## src/rtl/lfsr_pkg.sv

```systemverilog
// Shared types and helpers for the LFSR scheduler.
package lfsr_pkg;

  typedef enum logic [1:0] {
    IDLE  = 2'd0,
    MIX   = 2'd1,
    SHIFT = 2'd2,
    FIN   = 2'd3
  } state_t;

  // Ceiling log2 for sizing counters and indices; clog2(1) = 0.
  function automatic int clog2(input int v);
    int r;
    r = 0;
    while ((1 << r) < v) r++;
    return r;
  endfunction

endpackage

```

## src/rtl/lfsr_step.sv

```systemverilog
// One Fibonacci feedback step: feedback is the XOR of all bits below the MSB,
// shifted in at the top while the register moves toward bit 0.
module lfsr_step #(
  parameter int W = 4
) (
  input  logic [W-1:0] s,
  output logic [W-1:0] s_nxt
);

  assign s_nxt = {^s[W-2:0], s[W-1:1]};

endmodule

```

## src/rtl/lfsr_sched.sv

```systemverilog
// Round-robin scheduler sharing one LFSR between NUM_REQ requesters:
// load seed, mix for MIX_CYCLES steps, stream the state LSB-first, pulse DONE.
module lfsr_sched
  import lfsr_pkg::*;
#(
  parameter int W          = 4,
  parameter int NUM_REQ    = 2,
  parameter int MIX_CYCLES = 8
) (
  input  logic                    CLK,
  input  logic                    RST,
  input  logic [NUM_REQ-1:0]      REQ,
  input  logic [NUM_REQ*W-1:0]    SEED,
  input  logic                    OUT_READY,
  output logic [NUM_REQ-1:0]      GNT,
  output logic                    BUSY,
  output logic                    OUT,
  output logic                    Valid,
  output logic [((NUM_REQ > 1) ? clog2(NUM_REQ) : 1)-1:0] OUT_ID,
  output logic                    DONE
);

  localparam int ID_W = (NUM_REQ > 1) ? clog2(NUM_REQ) : 1;
  localparam int MC_W = clog2(MIX_CYCLES + 1);
  localparam int BC_W = clog2(W);

  localparam logic [MC_W-1:0] MIX_LAST = MC_W'(MIX_CYCLES - 1);
  localparam logic [BC_W-1:0] BIT_LAST = BC_W'(W - 1);
  localparam logic [ID_W-1:0] ID_LAST  = ID_W'(NUM_REQ - 1);

  state_t            state, nxt;
  logic [W-1:0]      lfsr, lfsr_mix;
  logic [MC_W-1:0]   mix_cnt;
  logic [BC_W-1:0]   bit_cnt;
  logic [ID_W-1:0]   ptr, win;
  logic              found;
  int                idx;

  lfsr_step #(.W(W)) u_step (.s(lfsr), .s_nxt(lfsr_mix));

  // Round-robin search: first set REQ bit at or above ptr, wrapping.
  always_comb begin
    win   = '0;
    found = 1'b0;
    idx   = 0;
    for (int i = 0; i < NUM_REQ; i++) begin
      idx = int'(ptr) + i;
      if (idx >= NUM_REQ) idx = idx - NUM_REQ;
      if (!found && REQ[idx]) begin
        found = 1'b1;
        win   = ID_W'(idx);
      end
    end
  end

  // State register.
  always_ff @(posedge CLK) begin
    if (RST) state <= IDLE;
    else     state <= nxt;
  end

  // Next-state logic.
  always_comb begin
    nxt = state;
    case (state)
      IDLE:    if (found) nxt = MIX;
      MIX:     if (mix_cnt == MIX_LAST) nxt = SHIFT;
      SHIFT:   if (OUT_READY && bit_cnt == BIT_LAST) nxt = FIN;
      FIN:     nxt = IDLE;
      default: nxt = IDLE;
    endcase
  end

  // Datapath: seed load, mixing, serialisation, pointer advance.
  always_ff @(posedge CLK) begin
    if (RST) begin
      lfsr    <= '0;
      mix_cnt <= '0;
      bit_cnt <= '0;
      ptr     <= '0;
      OUT_ID  <= '0;
    end else begin
      case (state)
        IDLE: if (found) begin
          lfsr    <= SEED[win*W +: W];
          OUT_ID  <= win;
          mix_cnt <= '0;
        end
        MIX: begin
          lfsr <= lfsr_mix;
          if (mix_cnt == MIX_LAST) bit_cnt <= '0;
          else                     mix_cnt <= mix_cnt + MC_W'(1);
        end
        SHIFT: if (OUT_READY) begin
          lfsr <= {1'b0, lfsr[W-1:1]};
          if (bit_cnt != BIT_LAST) bit_cnt <= bit_cnt + BC_W'(1);
        end
        FIN: ptr <= (OUT_ID == ID_LAST) ? '0 : OUT_ID + ID_W'(1);
        default: ;
      endcase
    end
  end

  // Grant pulse is derived from the first MIX cycle and the latched winner.
  always_comb begin
    GNT = '0;
    for (int i = 0; i < NUM_REQ; i++)
      GNT[i] = (state == MIX) && (mix_cnt == '0) && (OUT_ID == ID_W'(i));
  end

  assign BUSY  = (state != IDLE);
  assign Valid = (state == SHIFT);
  assign DONE  = (state == FIN);
  assign OUT   = lfsr[0];

endmodule

```

## config.mk

```make
export PLATFORM = sky130hd
export DESIGN_NAME = lfsr_sched
export DESIGN_NICKNAME = d
export VERILOG_FILES = /design/src/rtl/lfsr_pkg.sv /design/src/rtl/lfsr_step.sv /design/src/rtl/lfsr_sched.sv
export SDC_FILE = /design/constraint.sdc
export NUM_CORES = 1
export LEC_CHECK = 0
export ABC_AREA = 1
export CAP_MARGIN = 20
export CORE_ASPECT_RATIO = 0.8
export CORE_UTILIZATION = 50
export CTS_CLUSTER_DIAMETER = 40
export DETAILED_ROUTE_END_ITERATION = 12
export GPL_ROUTABILITY_DRIVEN = 0
export HOLD_SLACK_MARGIN = 0.06
export PLACE_DENSITY = 0.78
export SLEW_MARGIN = 10
export SYNTH_ARGS = -nofsm -noshare
export SYNTH_HDL_FRONTEND = slang
export SYNTH_SLANG_ARGS = --single-unit
```

## constraint.sdc

```tcl
create_clock -name CLK -period 1.7 [get_ports CLK]
set_input_delay 0.17 -clock CLK [delete_from_list [all_inputs] [get_ports CLK]]
set_output_delay 0.17 -clock CLK [all_outputs]
set_load 0.01 [all_outputs]
```

# After elaboration in Yosys (flattened, before gate mapping)
# Cells that the tools add are included.
[totals] reg_bits=14
[classes] n_addsub=6 magnitude_cmp=4 eq_ne=12 n_shift=1 n_mux=27 n_bitwise=1 n_reduce_logical=18
[ops] op="32-bit by 3-bit less-than comparator with 1-bit output (second input constant)" count=2
[ops] op="32-bit two-way mux" count=2
[ops] op="4-bit two-way mux" count=4
[ops] op="2-bit two-way mux" count=6
[ops] op="4-bit case mux with 3 select lines" count=1
[ops] op="1-bit two-way mux" count=11
[ops] op="2-bit != test (second input constant)" count=5
[ops] op="3-bit AND reduction" count=3
[ops] op="2-bit case mux with 4 select lines" count=1
[ops] op="4-bit case mux with 2 select lines" count=1
[ops] op="8-bit by 4-bit variable part select with 4-bit output" count=1
[ops] op="2-bit equality test (second input constant)" count=3
[ops] op="2-bit nonzero test" count=3
[ops] op="1-bit logical AND" count=5
[ops] op="4-bit by 1-bit adder with 4-bit output (second input constant)" count=1
[ops] op="4-bit by 3-bit equality test with 1-bit output (second input constant)" count=1
[ops] op="4-bit zero test" count=1
[ops] op="2-bit by 1-bit != test with 1-bit output (second input constant)" count=2
[ops] op="2-bit case mux with 2 select lines" count=1
[ops] op="4-bit AND reduction" count=1
[ops] op="3-bit nonzero test" count=1
[ops] op="3-bit XOR reduction" count=1
[ops] op="1-bit by 2-bit subtractor with 3-bit output (second input constant)" count=1
[ops] op="2-bit by 2-bit subtractor with 3-bit output (second input constant)" count=1
[ops] op="10 further kinds" count=10

# Logic depth before layout (Yosys ltp)
# Gate-level depths: netlist of the first run.
[depth] word_depth=12 ltp_mapped=10

# By module
# From an unflattened synthesis of the first run, not the netlist that was laid out.
[unflattened] cells_unflattened=159 hier_area_um2=1051.0
[by_module_without_submodules] mod="lfsr_sched" instances=1 cells_each=147 area_each_um2=993.5
[by_module_without_submodules] mod="lfsr_step" instances=1 cells_each=12 area_each_um2=57.6

# Worst setup path after synthesis of the first run
# OpenSTA, ideal clock, no wires.
[synth_path] path_type="register to register" startpoint="register state[0]" endpoint="register lfsr[0]" setup_time_ns=0.114 arrival_time_ns=1.275 slack_ns=0.312 stages_incl_launch_ff=9 path_buffers=0 cell_sequence="dfxtp_1 inv_1 ha_1 inv_1 nor2_1 nor2_1 nand3_1 a21oi_1 nor2_1"
[synth_via] elab_chain_len=3 elab_cells_between_ends=8
[synth_rtl] element="start: declaration" line_no="lfsr_sched.sv:31" rtl="state_t state, nxt;"
[synth_rtl] element="start signal: assignment" line_no="lfsr_sched.sv:59" rtl="else state <= nxt;"
[synth_rtl] element="2-bit equality test (*)"
[synth_rtl] element="net Valid" line_no="lfsr_sched.sv:18" rtl="output logic Valid,"
[synth_rtl] element="2-bit != test (no line) / 3-bit nonzero test (equally long branches)"
[synth_rtl] element="3-bit AND reduction (no line)"
[synth_rtl] element="end signal: assignment" line_no="lfsr_sched.sv:85" rtl="lfsr <= SEED[win*W +: W];"
[synth_rtl] element="end signal: assignment" line_no="lfsr_sched.sv:90" rtl="lfsr <= lfsr_mix;"
[synth_rtl] element="end signal: assignment" line_no="lfsr_sched.sv:95" rtl="lfsr <= {1'b0, lfsr[W-1:1]};"
[synth_rtl] element="end: declaration" line_no="lfsr_sched.sv:32" rtl="logic [W-1:0] lfsr, lfsr_mix;"
# The timed path passes the listed nets; every way through them passes the cells marked *.
# A chain may end at the register's enable or synchronous reset.

# Worst setup path after layout of the first run
[layout_path] startpoint="register state[0]" endpoint="output Valid"
[layout_via] elab_chain_len=1
[layout_rtl] element="2-bit equality test" line_no="lfsr_sched.sv:112" rtl="assign Valid = (state == SHIFT);"
[layout_rtl] element="end: declaration" line_no="lfsr_sched.sv:18"
# No other way between the ends.

==> results of run 1 <==
logic make-up after synthesis:
family / Yosys count / synth area share
fa+ha+maj: 9 / 0.1139
simple gates: 96 / 0.4468
compound gates: 11 / 0.05569
xor+xnor: 1 / 0.008862
buf+inv: 24 / 0.09113
flops: 14 / 0.2835
layout make-up:
class,instances,area (um^2)
timing repair buffer,22,206.4
fill,149,461.7
sequential,14,282.8
multi-input combinational,117,635.6
tap,22,27.53
clock buffer,4,36.28
inverter,24,90.09
placed cells by master (no fill, tap or decap), types with 3 or more instances in the layout:
master,count
sky130_fd_sc_hd__a21oi_1,9
sky130_fd_sc_hd__buf_4,3
sky130_fd_sc_hd__clkbuf_4,3
sky130_fd_sc_hd__clkdlybuf4s50_1,16
sky130_fd_sc_hd__dfxtp_1,12
sky130_fd_sc_hd__ha_1,6
sky130_fd_sc_hd__inv_1,18
sky130_fd_sc_hd__inv_2,5
sky130_fd_sc_hd__nand2_1,41
sky130_fd_sc_hd__nand2_2,5
sky130_fd_sc_hd__nand3_1,18
sky130_fd_sc_hd__nand4_1,4
sky130_fd_sc_hd__nor2_1,22
report_power, final:
| part | total (mW) | leakage (nW) | internal [mW] | switching (mW) |
|---|---|---|---|---|
| Sequential | 0.491 | 0.115 | 0.416 | 0.0747 |
| Clock | 0.257 | 0.0210 | 0.131 | 0.126 |
| Combinational | 1.07 | 0.457 | 0.427 | 0.641 |
worst paths after layout:
check	start	endpoint	slack [ps]
worst max-delay path	state[0]$_SDFFE_PP0P_	Valid	50
worst min register to register	bit_cnt[1]$_SDFFE_PP0P_	bit_cnt[1]$_SDFFE_PP0P_	480
worst min-delay path	bit_cnt[1]$_SDFFE_PP0P_	bit_cnt[1]$_SDFFE_PP0P_	480
worst max register to register	state[1]$_SDFFE_PP0P_	mix_cnt[1]$_SDFFE_PP0P_	180
critical path: stages (launching register included):
cell and delay, ps:
sky130_fd_sc_hd__dfxtp_2 350, sky130_fd_sc_hd__inv_2 120, sky130_fd_sc_hd__ha_4 190, sky130_fd_sc_hd__clkdlybuf4s50_1 540
sequential cells by signal, summed over array words and instances, names as in the netlist:
| name | flops |
|---|---|
| OUT_ID | 1 |
| bit_cnt | 2 |
| lfsr | 4 |
| mix_cnt | 4 |
| ptr | 1 |
| state | 2 |
through the flow:
step	worst slack (ps)	utilization	total power, mW
2_1_floorplan	311.6	-	1.199
3_3_place_gp	178.3	0.7060	1.490
3_5_place_dp	69.91	0.7060	1.524
4_1_cts	19.01	0.7354	1.811
5_1_grt	4.276	0.7347	1.984
6_report	47.80	0.7347	1.815
repair_timing:
action,4_1_cts,5_1_grt
setup endpoints to repair,4,3
hold buffers,0,0
gates resized for setup,11,3
pin swaps,0,1
per-layer routing:
metal | global-route usage | wire [um] | up-vias
met4 | 0.1297 | 116 | 0
met2 | 0.3948 | 1022 | 47
li1 | - | - | 547
met1 | 0.3252 | 1099 | 463
met5 | 0 | 0 | -
met3 | 0.07326 | 190 | 12
==> qor.yml, run 1 <==
seq_area_frac_synth: 0.2835
setup_tns_ps: 0
drt_first_iter_violations: 35
die_w_um: 51.71
nets: 204
post_synth_inst_count: 155
power_density_mw_per_mm2: 1420
netlist_top_cells_count: "sky130_fd_sc_hd__nand2_1 (41), sky130_fd_sc_hd__nor2_1 (22), sky130_fd_sc_hd__inv_1 (20)"
drt_first_pass_iters: 4
hold_path_depth: 2
mappedNetlistArea_um2: 988.4
yosys_most_used_dff: "sky130_fd_sc_hd__dfxtp_1"
maxCapViolations: 0
clock_latency_ps: 290
critPathLaunchType: "register"
number_of_antenna_violations_at_the_first_check_in_global_routing: 0
p_leak_nw: 0.5935
ff2ff_path_depth: 11
post_synth_num_cell_types: 18
pin_count: 20
die_area_mm2: 0.002160
finalHoldViolations: 0
clk_transition_reported_paths_ps: 100
timing.final.crit_share: 0.9719
count_of_inserted_antenna_diode_cells: 0
synth_largest_area_cell: "sky130_fd_sc_hd__dfxtp_1"
grt_remaining_overflow: 0
fp-row-count: 13
rsz0062_at_grt: "no"
clock-skew-final_ps: 2.234
non_filler_instance_count_after_layout: 203
placement.io_buffers: 19
vias: 1069
die-height_um: 41.77
drt_wl_total_um: 2428
synth_edf_count: 0
ctsHtreeMaxLevel: 1
synth_top_cells_by_area: "sky130_fd_sc_hd__dfxtp_1 (28%), sky130_fd_sc_hd__nand2_1 (16%), sky130_fd_sc_hd__ha_1 (11%), sky130_fd_sc_hd__nand3_1 (9.1%), sky130_fd_sc_hd__nor2_1 (8.4%)"
post-cts-setup-buffer-count: 0
synth_top_area_share: 0.2835
irDropWorstVdd_mv: 1.040
finalSetupViolCount: 0
ys.warnings.count: 0
cp-end-kind: "output port"
final_period_minus_worst_setup_slack_ps: 1652
synthesis.area_per_instance_um2: 6.377
tritoncts: "yes"
grt_max_degree: 11
yosys_register_bits: 14
layout-area-overhead-vs-synth_pct: 29.37
clock_sink_count: 14
worstPathRequired_ps: 1530
crit_fanout: 6
worst_ep_arrival_time_ps: 1480
hpwlAfterDp_um: 1860
vias_per_cell: 5.266
clock_path_buffers: 2
ant_nets: 0
min_path_type: "register to register"
slew-limit-headroom: 0.7957
place.detailed.instances: 199
core_region_area_mm2: 0.001740
synth.net_count: 177
critPathKind: "register to output port"
postSynth.asyncResetShare: 0
timing.final.max_slew_violations: 0
outcome: "complete, no violations"
post_dp_cell_area_mm2: 0.001229
first_global_vias: 965
drc_errors: 0
fin_hold_ws_ps: 478.6
cts_inserted_buffers: 3
tightest_slew_ps: 304.5
max_clock_freq_mhz: 605.3
post_drt_wl_per_cell_um: 11.96
final_std_cell_area_no_fill_mm2: 0.001279
wire_length_of_the_first_global_routing_pass_um: 4098
cell_at_the_root_of_the_clock_tree: "sky130_fd_sc_hd__clkbuf_4"
final_layout_size_suffix_gt1_frac: 0.1436
grt_use_total: 0.2577
yosysMostFrequentCell: "sky130_fd_sc_hd__nand2_1"
floorplan.initialDensity: 0.5679
No activity file was read; power rests on OpenSTA's default activity.
==> run 2, diff against run 1 <==
--- a/config.mk
+++ b/config.mk
@@ -10,6 +10,7 @@
 export CORE_ASPECT_RATIO = 0.8
 export CORE_UTILIZATION = 50
 export CTS_CLUSTER_DIAMETER = 40
+export CTS_CLUSTER_SIZE = 28
 export DETAILED_ROUTE_END_ITERATION = 12
 export GPL_ROUTABILITY_DRIVEN = 0
 export HOLD_SLACK_MARGIN = 0.06
@@ -18,3 +19,4 @@
 export SYNTH_ARGS = -nofsm -noshare
 export SYNTH_HDL_FRONTEND = slang
 export SYNTH_SLANG_ARGS = --single-unit
+export TNS_END_PERCENT = 100
==> results of run 2 <==
Final layout, timing and power as in run 1 (identical DEF).
